File: config.mk
export PLATFORM = sky130hd
export DESIGN_NAME = quadratic_root_calc_flat
export DESIGN_NICKNAME = d
export VERILOG_FILES = /design/src/rtl/quadratic_root_calc_if.sv /design/src/rtl/quadratic_root_calc.sv /design/src/flat_wrapper.sv
export SDC_FILE = /design/constraint.sdc
export NUM_CORES = 1
export LEC_CHECK = 0
export ABC_AREA = 1
export BUFFER_PORTS_ARGS = -buffer_cell sky130_fd_sc_hd__buf_2
export CAP_MARGIN = 20
export CORE_MARGIN = 10
export CORE_UTILIZATION = 47
export CTS_CLUSTER_SIZE = 8
export DETAILED_ROUTE_END_ITERATION = 8
export PLACE_DENSITY = 0.75
export RECOVER_POWER = 50
export REMOVE_ABC_BUFFERS = 1
export SYNTH_ARGS = -nofsm -noshare
export SYNTH_HDL_FRONTEND = slang
export SYNTH_SLANG_ARGS = --single-unit
File: constraint.sdc
create_clock -name clk -period 2.87 [get_ports clk]
set_input_delay 0.1435 -clock clk [delete_from_list [all_inputs] [get_ports clk]]
set_output_delay 0.1435 -clock clk [all_outputs]
set_load 0.05 [all_outputs]
File: src/rtl/quadratic_root_calc_if.sv
// quadratic_root_calc_if: operand/result handshake bundle for the quadratic root stage.
interface quadratic_root_calc_if #(
  parameter int W_COEF = 8,
  parameter int W_ROOT = 9
);
  logic in_valid;
  logic in_ready;
  logic signed [W_COEF-1:0] a;
  logic signed [W_COEF-1:0] b;
  logic signed [15:0] delta;
  logic [7:0] sqrt_delta;
  logic out_valid;
  logic out_ready;
  logic signed [W_ROOT-1:0] x1;
  logic signed [W_ROOT-1:0] x2;
  logic [1:0] root_status;
  modport master (
    output in_valid, a, b, delta, sqrt_delta, out_ready,
    input  in_ready, out_valid, x1, x2, root_status
  );
  modport slave (
    input  in_valid, a, b, delta, sqrt_delta, out_ready,
    output in_ready, out_valid, x1, x2, root_status
  );
endinterface

File: src/rtl/quadratic_root_calc.sv
// quadratic_root_calc: classifies the root case and divides out x1, x2 with one shared restoring divider.
module quadratic_root_calc #(
  parameter int W_COEF    = 8,
  parameter int W_ROOT    = 9,
  parameter int DELTA_MAX = 324
) (
  input logic clk,
  input logic rst_n,
  quadratic_root_calc_if.slave bus
);
  localparam logic [2:0] S_IDLE  = 3'd0;
  localparam logic [2:0] S_CHECK = 3'd1;
  localparam logic [2:0] S_DIV1  = 3'd2;
  localparam logic [2:0] S_DIV2  = 3'd3;
  localparam logic [2:0] S_DONE  = 3'd4;
  localparam logic signed [15:0] D_MAX = DELTA_MAX[15:0];
  localparam logic [W_ROOT-1:0] LAST = W_ROOT'(W_ROOT - 1);
  logic [2:0] state;
  logic signed [W_COEF-1:0] a_r, b_r;
  logic signed [15:0] delta_r;
  logic [7:0] s_r;
  logic [1:0] status, st_r;
  logic signed [W_ROOT-1:0] a_x, b_x, s_x, n1, n2, d, q_signed;
  logic [W_ROOT-1:0] dvd, dvs, rem, cnt, n2_mag, q_next, rem_next;
  logic [W_ROOT:0] rem_sh;
  logic n1_neg, n2_neg, d_neg, fits, q_neg;
  logic signed [W_ROOT-1:0] x1_r, x2_r;
  logic [1:0] rs_r;
  function automatic logic [W_ROOT-1:0] mag(input logic signed [W_ROOT-1:0] v);
    return v[W_ROOT-1] ? -v : v;
  endfunction
  assign bus.in_ready    = state == S_IDLE;
  assign bus.out_valid   = state == S_DONE;
  assign bus.x1          = x1_r;
  assign bus.x2          = x2_r;
  assign bus.root_status = rs_r;
  assign a_x = {{(W_ROOT-W_COEF){a_r[W_COEF-1]}}, a_r};
  assign b_x = {{(W_ROOT-W_COEF){b_r[W_COEF-1]}}, b_r};
  assign s_x = W_ROOT'(s_r);
  assign n1  = s_x - b_x;
  assign n2  = -b_x - s_x;
  assign d   = a_x + a_x;
  assign status = (a_r == '0 || delta_r > D_MAX) ? 2'd3 :
                  delta_r < 0                     ? 2'd2 :
                  delta_r == 0                    ? 2'd1 : 2'd0;
  // One restoring step: shift the next dividend bit into the partial remainder.
  assign rem_sh   = {rem, dvd[W_ROOT-1]};
  assign fits     = rem_sh >= {1'b0, dvs};
  assign rem_next = fits ? W_ROOT'(rem_sh - {1'b0, dvs}) : rem_sh[W_ROOT-1:0];
  assign q_next   = {dvd[W_ROOT-2:0], fits};
  assign q_neg    = ((state == S_DIV1) ? n1_neg : n2_neg) ^ d_neg;
  assign q_signed = q_neg ? -q_next : q_next;
  always_ff @(posedge clk or negedge rst_n) begin
    if (!rst_n) begin
      state   <= S_IDLE;
      a_r     <= '0;
      b_r     <= '0;
      delta_r <= '0;
      s_r     <= '0;
      st_r    <= '0;
      dvd     <= '0;
      dvs     <= '0;
      rem     <= '0;
      cnt     <= '0;
      n2_mag  <= '0;
      n1_neg  <= 1'b0;
      n2_neg  <= 1'b0;
      d_neg   <= 1'b0;
      x1_r    <= '0;
      x2_r    <= '0;
      rs_r    <= '0;
    end else begin
      case (state)
        S_IDLE: if (bus.in_valid) begin
          a_r     <= bus.a;
          b_r     <= bus.b;
          delta_r <= bus.delta;
          s_r     <= bus.sqrt_delta;
          state   <= S_CHECK;
        end
        S_CHECK: if (status[1]) begin
          rs_r  <= status;
          x1_r  <= '0;
          x2_r  <= '0;
          state <= S_DONE;
        end else begin
          st_r   <= status;
          dvd    <= mag(n1);
          dvs    <= mag(d);
          n2_mag <= mag(n2);
          n1_neg <= n1[W_ROOT-1];
          n2_neg <= n2[W_ROOT-1];
          d_neg  <= d[W_ROOT-1];
          rem    <= '0;
          cnt    <= '0;
          state  <= S_DIV1;
        end
        S_DIV1, S_DIV2: if (cnt == LAST) begin
          cnt <= '0;
          rem <= '0;
          if (state == S_DIV1) begin
            x1_r  <= q_signed;
            dvd   <= n2_mag;
            state <= S_DIV2;
          end else begin
            x2_r  <= q_signed;
            rs_r  <= st_r;
            dvd   <= q_next;
            state <= S_DONE;
          end
        end else begin
          dvd <= q_next;
          rem <= rem_next;
          cnt <= cnt + 1'b1;
        end
        S_DONE: if (bus.out_ready) state <= S_IDLE;
        default: state <= S_IDLE;
      endcase
    end
  end
endmodule

File: src/flat_wrapper.sv
// flat-port wrapper written by rule: the top's interface ports become plain ports
module quadratic_root_calc_flat 
#(
  parameter int W_COEF    = 8,
  parameter int W_ROOT    = 9,
  parameter int DELTA_MAX = 324
)
  (clk, rst_n, bus_in_valid, bus_a, bus_b, bus_delta, bus_sqrt_delta, bus_out_ready, bus_in_ready, bus_out_valid, bus_x1, bus_x2, bus_root_status);
  quadratic_root_calc_if #(.W_COEF(W_COEF), .W_ROOT(W_ROOT)) bus_i ();
  input logic clk;
  input logic rst_n;
  input wire logic [$bits(bus_i.in_valid)-1:0] bus_in_valid;
  input wire logic [$bits(bus_i.a)-1:0] bus_a;
  input wire logic [$bits(bus_i.b)-1:0] bus_b;
  input wire logic [$bits(bus_i.delta)-1:0] bus_delta;
  input wire logic [$bits(bus_i.sqrt_delta)-1:0] bus_sqrt_delta;
  input wire logic [$bits(bus_i.out_ready)-1:0] bus_out_ready;
  output wire logic [$bits(bus_i.in_ready)-1:0] bus_in_ready;
  output wire logic [$bits(bus_i.out_valid)-1:0] bus_out_valid;
  output wire logic [$bits(bus_i.x1)-1:0] bus_x1;
  output wire logic [$bits(bus_i.x2)-1:0] bus_x2;
  output wire logic [$bits(bus_i.root_status)-1:0] bus_root_status;
  assign bus_i.in_valid = bus_in_valid;
  assign bus_i.a = bus_a;
  assign bus_i.b = bus_b;
  assign bus_i.delta = bus_delta;
  assign bus_i.sqrt_delta = bus_sqrt_delta;
  assign bus_i.out_ready = bus_out_ready;
  assign bus_in_ready = bus_i.in_ready;
  assign bus_out_valid = bus_i.out_valid;
  assign bus_x1 = bus_i.x1;
  assign bus_x2 = bus_i.x2;
  assign bus_root_status = bus_i.root_status;
  quadratic_root_calc #(.W_COEF(W_COEF), .W_ROOT(W_ROOT), .DELTA_MAX(DELTA_MAX)) u_core (.clk(clk), .rst_n(rst_n), .bus(bus_i));
endmodule
==> metrics.csv, run 1 <==
metric,value,unit
placed insts,1098,
worst slew pin tran,1.68,ns
post-synthesis simple-gate area fraction,0.253,
clock root cell,clkbuf_16,
Layout Cells excl Fill,1125,
peak supply drop,0.672,mV
Num Clock Sinks,111,
WL final,15000,um
CP startpoint kind,flip-flop,
Clock Latency Late Sink,0.36,ns
Yosys reg bits,111,
Synth Area in Adders,0.0770,
Critical Path AT,2.82,ns
vias in the first global route,5417,
Placement Setup Slack,0.314,ns
GRT Util Overall,0.156,
Post-Synthesis Cells,867,
Hold Crit Class,in -> reg,
CTS Buf Count,9,
clock slew seen by the registers of the worst setup and hold paths,0.08,ns
sequential area share after synthesis,0.415,
setup ws final,0.345,ns
Synth area leader,dfrtp_1,
first-pass iteration count of the detailed router,5,
ANT nets after route,0,
first-pass GRT wire length,25800,um
max_slew headroom,-0.117,
core area,13900,um^2
required time of the critical path,3.17,ns
wire per inst,13.4,um
max capacitance violation total,1,
PwrDens,1110,nW/um^2
Final Max Slew Viols,28,
failing checks,"max-capacitance violations, max-slew violations",
hpwl dp,11200,um
kind of critical path,reg -> reg,
Synth top area share,0.415,
Die Y,139,um
"Design Area, Final",7610,um^2
R2R cell count,15,
main combinational cell family by area after synthesis,simple AND/OR/NAND/NOR gates,
compound-gate portion of the synthesized area,0.113,
die area,19400,um^2
fin crit share,0.880,
setup_tns,0,ns
Critical Path End,u_core.bus.x1[8],
# Post-CTS Setup Buffers,0,
gr ovfl total,0,
fin util,0.546,
H-tree depth,3,
Setup-failing EPs final,0,
vias per cell,5.10,
XOR/XNOR Fraction of Synth Area,0.0340,
"top cells by area, synth","dfrtp_1 (41%), nand2_1 (13%), ha_1 (7.1%)",
mux cell area share after synthesis,0.0269,
Final Wtd Congestion,0.865,
Fillers,1300,
chip width,139,um
num rows,43,
Mean Syn Cell Area,7.72,um^2
Starting Density,0.480,
RR Endpoint,u_core.bus.x1[8],
Netlist cell types,38,
Critical Path Sink Type,flip-flop,
largest net degree at the start of global routing,65,
DRC violations left,0,
mapped cell area,6690,um^2
P_leak,3.97,nW
Nets,1025,
Hold Fails Final Rpt,0,
antenna cells,0,
crit path max fanout,5,
YS warnings,0,
R2R setup slack,0.35,ns
Vias,5740,
Post-DP Area,7220,um^2
initial antenna violation count,0,
minimum clock period after layout,2.52,ns
worst reg2reg startpoint,u_core.rem[2],
FMAX,396,MHz
RSZ-0062 raised after global routing,no,
CP Launch Point,u_core.rem[2],
initial drt markers,437,
status,finished with violations,
layout cells sized above 1,0.121,
Clock Path Buffers,2,
I/O Pins,66,
Area Growth Syn to Fin,13.7,%
Fin Clk Skew,0.0101,ns
# port buffers,65,
CTS tree,done,
[cells in the final DEF (no fill, tap or decap), types with 12 or more instances in the layout]
master	Yosys	routed
a21oi_1	46	46
mux2_2	16	16
o21ai_0	41	41
dfrtp_1	111	111
xor2_1	20	20
clkbuf_1	3	12
nand4_1	13	13
nand3_1	64	64
inv_1	109	109
dlygate4sd3_1	0	12
buf_2	16	53
o21ai_1	26	26
nor2_1	72	72
nand2_1	223	222
ha_1	38	38
[power breakdown]
group	total, mW	internal (mW)	switching [mW]
registers	2.24	1.96	0.276
clock network	1.23	0.607	0.619
logic	5.02	1.81	3.21
[metrics by stage]
stage	hold WS [ns]	power (mW)
floorplan	-0.152	6.18
global placement	0.103	7.14
detailed placement	0.101	7.25
CTS	0.000440	8.52
global route	0.00913	9.41
finish	0.0139	8.49
[metal layers]
metal,share of wire,GRT usage,vias to the layer above
met5,0,0,-
met4,0.014,0.0395,0
met3,0.044,0.0337,15
met2,0.47,0.251,124
met1,0.47,0.206,2654
li1,-,-,2947
[cell families (layout without fill, tap and decap cells)]
logic type,Yosys count,count (layout)
fa+ha+maj,40,40
mux,16,16
simple gates,397,397
buf+inv,137,215
flops,111,111
compound gates,140,140
xor+xnor,26,26
[sequential cells by signal, indices dropped and copies added, names as in the netlist, 2 cells and up]
signal                  cells
u_core.s_r                  8
u_core.n2_mag               9
u_core.bus.x1               9
u_core.delta_r             16
u_core.cnt                  9
u_core.dvd                  9
u_core.rem                  9
u_core.a_r                  8
u_core.bus.root_status      2
u_core.bus.x2               9
u_core.dvs                  8
u_core.b_r                  8
u_core.state                3
[how the worst min path moves through the flow]
stage / slack (ns) / endpoint / from / depth (start not counted)
after floorplan: -0.15 / u_core.a_r[0] / rst_n / 0
after global placement: 0.10 / u_core.b_r[3] / rst_n / 1
after detailed placement: 0.10 / u_core.b_r[3] / rst_n / 1
after CTS: 0.0004 / u_core.delta_r[6] / bus_delta[6] / 2
after global routing: 0.009 / u_core.delta_r[14] / bus_delta[14] / 2
final: 0.01 / u_core.delta_r[10] / bus_delta[10] / 2
[cell usage after synthesis (all sizes together)]
library cell and count:
nand2 227, inv 115, dfrtp 111, nor2 75, o21ai 67, nand3 64
a21oi 47, ha 38, xor2 20, buf 19, mux2 16, nand4 14
nor3 11, o22ai 9, xnor2 6, o211ai 5, o21bai 5, a31oi 4
clkbuf 3, nand3b 3, fa 2, a211oi 1, a21o 1, and2 1
and3 1, o21a 1, or2 1
[what timing repair did]
item | 4_1_cts | 5_1_grt
setup endpoints to repair | 0 | 2
resized for setup | 0 | 1
hold endpoints to repair | 37 | 0
hold buffers | 12 | 0
[area by class of cell]
cell class	count	area, um^2	share of cell area
tap	180	225	0.0296
clock buffer	9	225	0.0296
clock inverter	6	66.3	0.00871
multi-input combinational	619	3390	0.445
sequential	111	2780	0.365
inverter	115	432	0.0567
timing repair buffer	85	500	0.0657
[critical path, cell delays in order (launching register included)]
cell and delay (ns):
dfrtp_1 0.40, ha_1 0.37, nand2_1 0.11, inv_1 0.06, nand3_1 0.09, nand3_1 0.11, nand2_1 0.12, nand2_1 0.08
inv_1 0.13, ha_1 0.21, nand4_1 0.16, nor3_2 0.20, o21ai_1 0.11, a21oi_2 0.16, nand2_1 0.07, nand2_1 0.06
No activity file was read; power rests on OpenSTA's default activity.
==> run 2, diff against run 1 <==
Settings changed: CORE_ASPECT_RATIO from default to 1.4.
==> run 2 against run 1 <==
The run now ends clean. Maximum frequency down 1.2%. Register-to-register slack worse by 0.03 ns. Non-clock buffer count down 9. Sequential power about the same. Worst setup slack worse by 0.030 ns. First-iteration DRC count down 40%. Sequential cell count unchanged. Cell count down 0.27%. Design area down 1.3%. Hold slack worse by 0.0014 ns.
==> metrics.csv, run 2 (synthesis results as in run 1) <==
metric,value,unit
post_cts resized,0,
setup ws final,0.315,ns
gr ovfl total,0,
Critical Path AT,2.85,ns
first-pass GRT wire length,26400,um
Hold Fails Final Rpt,0,
required time of the critical path,3.16,ns
Clock Path Buffers,2,
initial antenna violation count,0,
FMAX,391,MHz
CTS Buf Count,9,
Final Wtd Congestion,0.888,
vias per cell,5.11,
CP startpoint kind,flip-flop,
"most common cell after layout, fill and taps aside",nand2_1,
Final Max Slew Viols,0,
status,finished clean,
CP max stage delay,0.40,ns
kind of critical path,reg -> reg,
Reg with most FFs,u_core.delta_r,
Area Growth Syn to Fin,12.2,%
RSZ-0062 raised after global routing,no,
layout cells sized above 1,0.114,
DRC violations left,0,
initial drt markers,264,
hpwl dp,11900,um
Setup-failing EPs final,0,
Critical path buffers and inverters,2,
first-pass iteration count of the detailed router,4,
WL final,15200,um
Clock Latency Late Sink,0.36,ns
Largest register FFs,16,
CP max stage cell,dfrtp_1,
total power,8.51,mW
Nets,1016,
I/O Pins,66,
ANT nets after route,0,
GRT Util Overall,0.162,
Num Clock Sinks,111,
Fin Clk Skew,0.00943,ns
Die Y,161,um
CTS tree,done,
fin crit share,0.890,
CP Cell Sequence,"ha_1, nand2_1, inv_1, nand3_1, nand3_1, nand2_1, nand2_1, inv_1, ha_1, nand4_1, nor3_1, o21ai_1, a21oi_2, nand2_1, nand2_1",
num rows,51,
P_leak,3.90,nW
clock root cell,clkbuf_16,
fin util,0.537,
chip width,121,um
wire per inst,13.6,um
PwrDens,1130,nW/um^2
largest net degree at the start of global routing,52,
Starting Density,0.479,
placed insts,1105,
# port buffers,65,
core area,14000,um^2
minimum clock period after layout,2.56,ns
Placement Setup Slack,0.359,ns
Hold Crit Class,in -> reg,
H-tree depth,3,
Layout Cells excl Fill,1122,
Fillers,1346,
clock slew seen by the registers of the worst setup and hold paths,0.08,ns
most frequent cells in the layout,"nand2_1 (222), dfrtp_1 (111), inv_1 (109)",
max capacitance violation total,0,
Crit path max-delay family,simple AND/OR/NAND/NOR gates,
antenna cells,0,
"most used cell, CP",nand2_1,
die area,19500,um^2
peak supply drop,0.607,mV
Vias,5739,
vias in the first global route,5822,
max_slew headroom,0.163,
Critical Path Sink Type,flip-flop,
crit path max fanout,4,
worst slew pin tran,1.26,ns
run 2: changes by cell type in the layout (fill, tap and decap cells not counted), moves of 2 or more:
cell	delta
buf_2	-9
buf_4	+2
clkbuf_1	+9
dlygate4sd3_1	-11
inv_6	-2
inv_8	+3
run 2: cell type report:
type	count	area (um^2)	share of cell area
tap	185	231	0.0308
multi-input combinational	619	3380	0.450
timing repair buffer	76	379	0.0505
sequential	111	2780	0.370
clock inverter	7	83.8	0.0112
clock buffer	9	225	0.0300
inverter	115	432	0.0575
run 2: path summary, 6_finish.rpt:
| path | startpoint | end | slack, ns | cells past startpoint |
|---|---|---|---|---|
| min | bus_delta[1] | u_core.delta_r[1] | 0.01 | 2 |
| max reg2reg | u_core.rem[1] | u_core.bus.x2[8] | 0.31 | 15 |
| max | u_core.rem[1] | u_core.bus.x2[8] | 0.31 | 15 |
| min in group asynchronous | rst_n | u_core.b_r[2] | 0.57 | 2 |
| max in group asynchronous | rst_n | u_core.bus.x2[8] | 0.63 | 3 |
| min reg2reg | u_core.n2_mag[6] | u_core.n2_mag[6] | 0.49 | 2 |
run 2: power by group:
group	switching (mW)	internal [mW]
Combinational	3.19	1.81
Sequential	0.283	1.96
Clock	0.648	0.626
run 2: layer usage:
layer	vias up	GRT usage	share of wire
met5	-	0	0
li1	2939	-	-
met3	22	0.0213	0.023
met4	0	0.0567	0.022
met2	79	0.297	0.53
met1	2699	0.185	0.42
run 2: worst register-to-register path, delay by kind of cell (launching register included):
kind | cells | cell delay (ns)
simple gates | 9 | 1.05
fa+ha+maj | 2 | 0.56
flops | 1 | 0.40
compound gates | 2 | 0.30
buf+inv | 2 | 0.17
run 2: metrics by stage:
step,hold WS [ns],instance area [um^2],TNS [ns]
floorplan,-0.152,6590,-1.93
global placement,0.203,7240,0
detailed placement,0.212,7240,0
CTS,0.00247,7560,0
global route,0.00590,7510,0
finish,0.0125,7510,0
run 2: timing repair:
item | CTS | global route
hold endpoints to repair | 49 | 0
buffers inserted | 0 | 0
hold buffers | 1 | 0
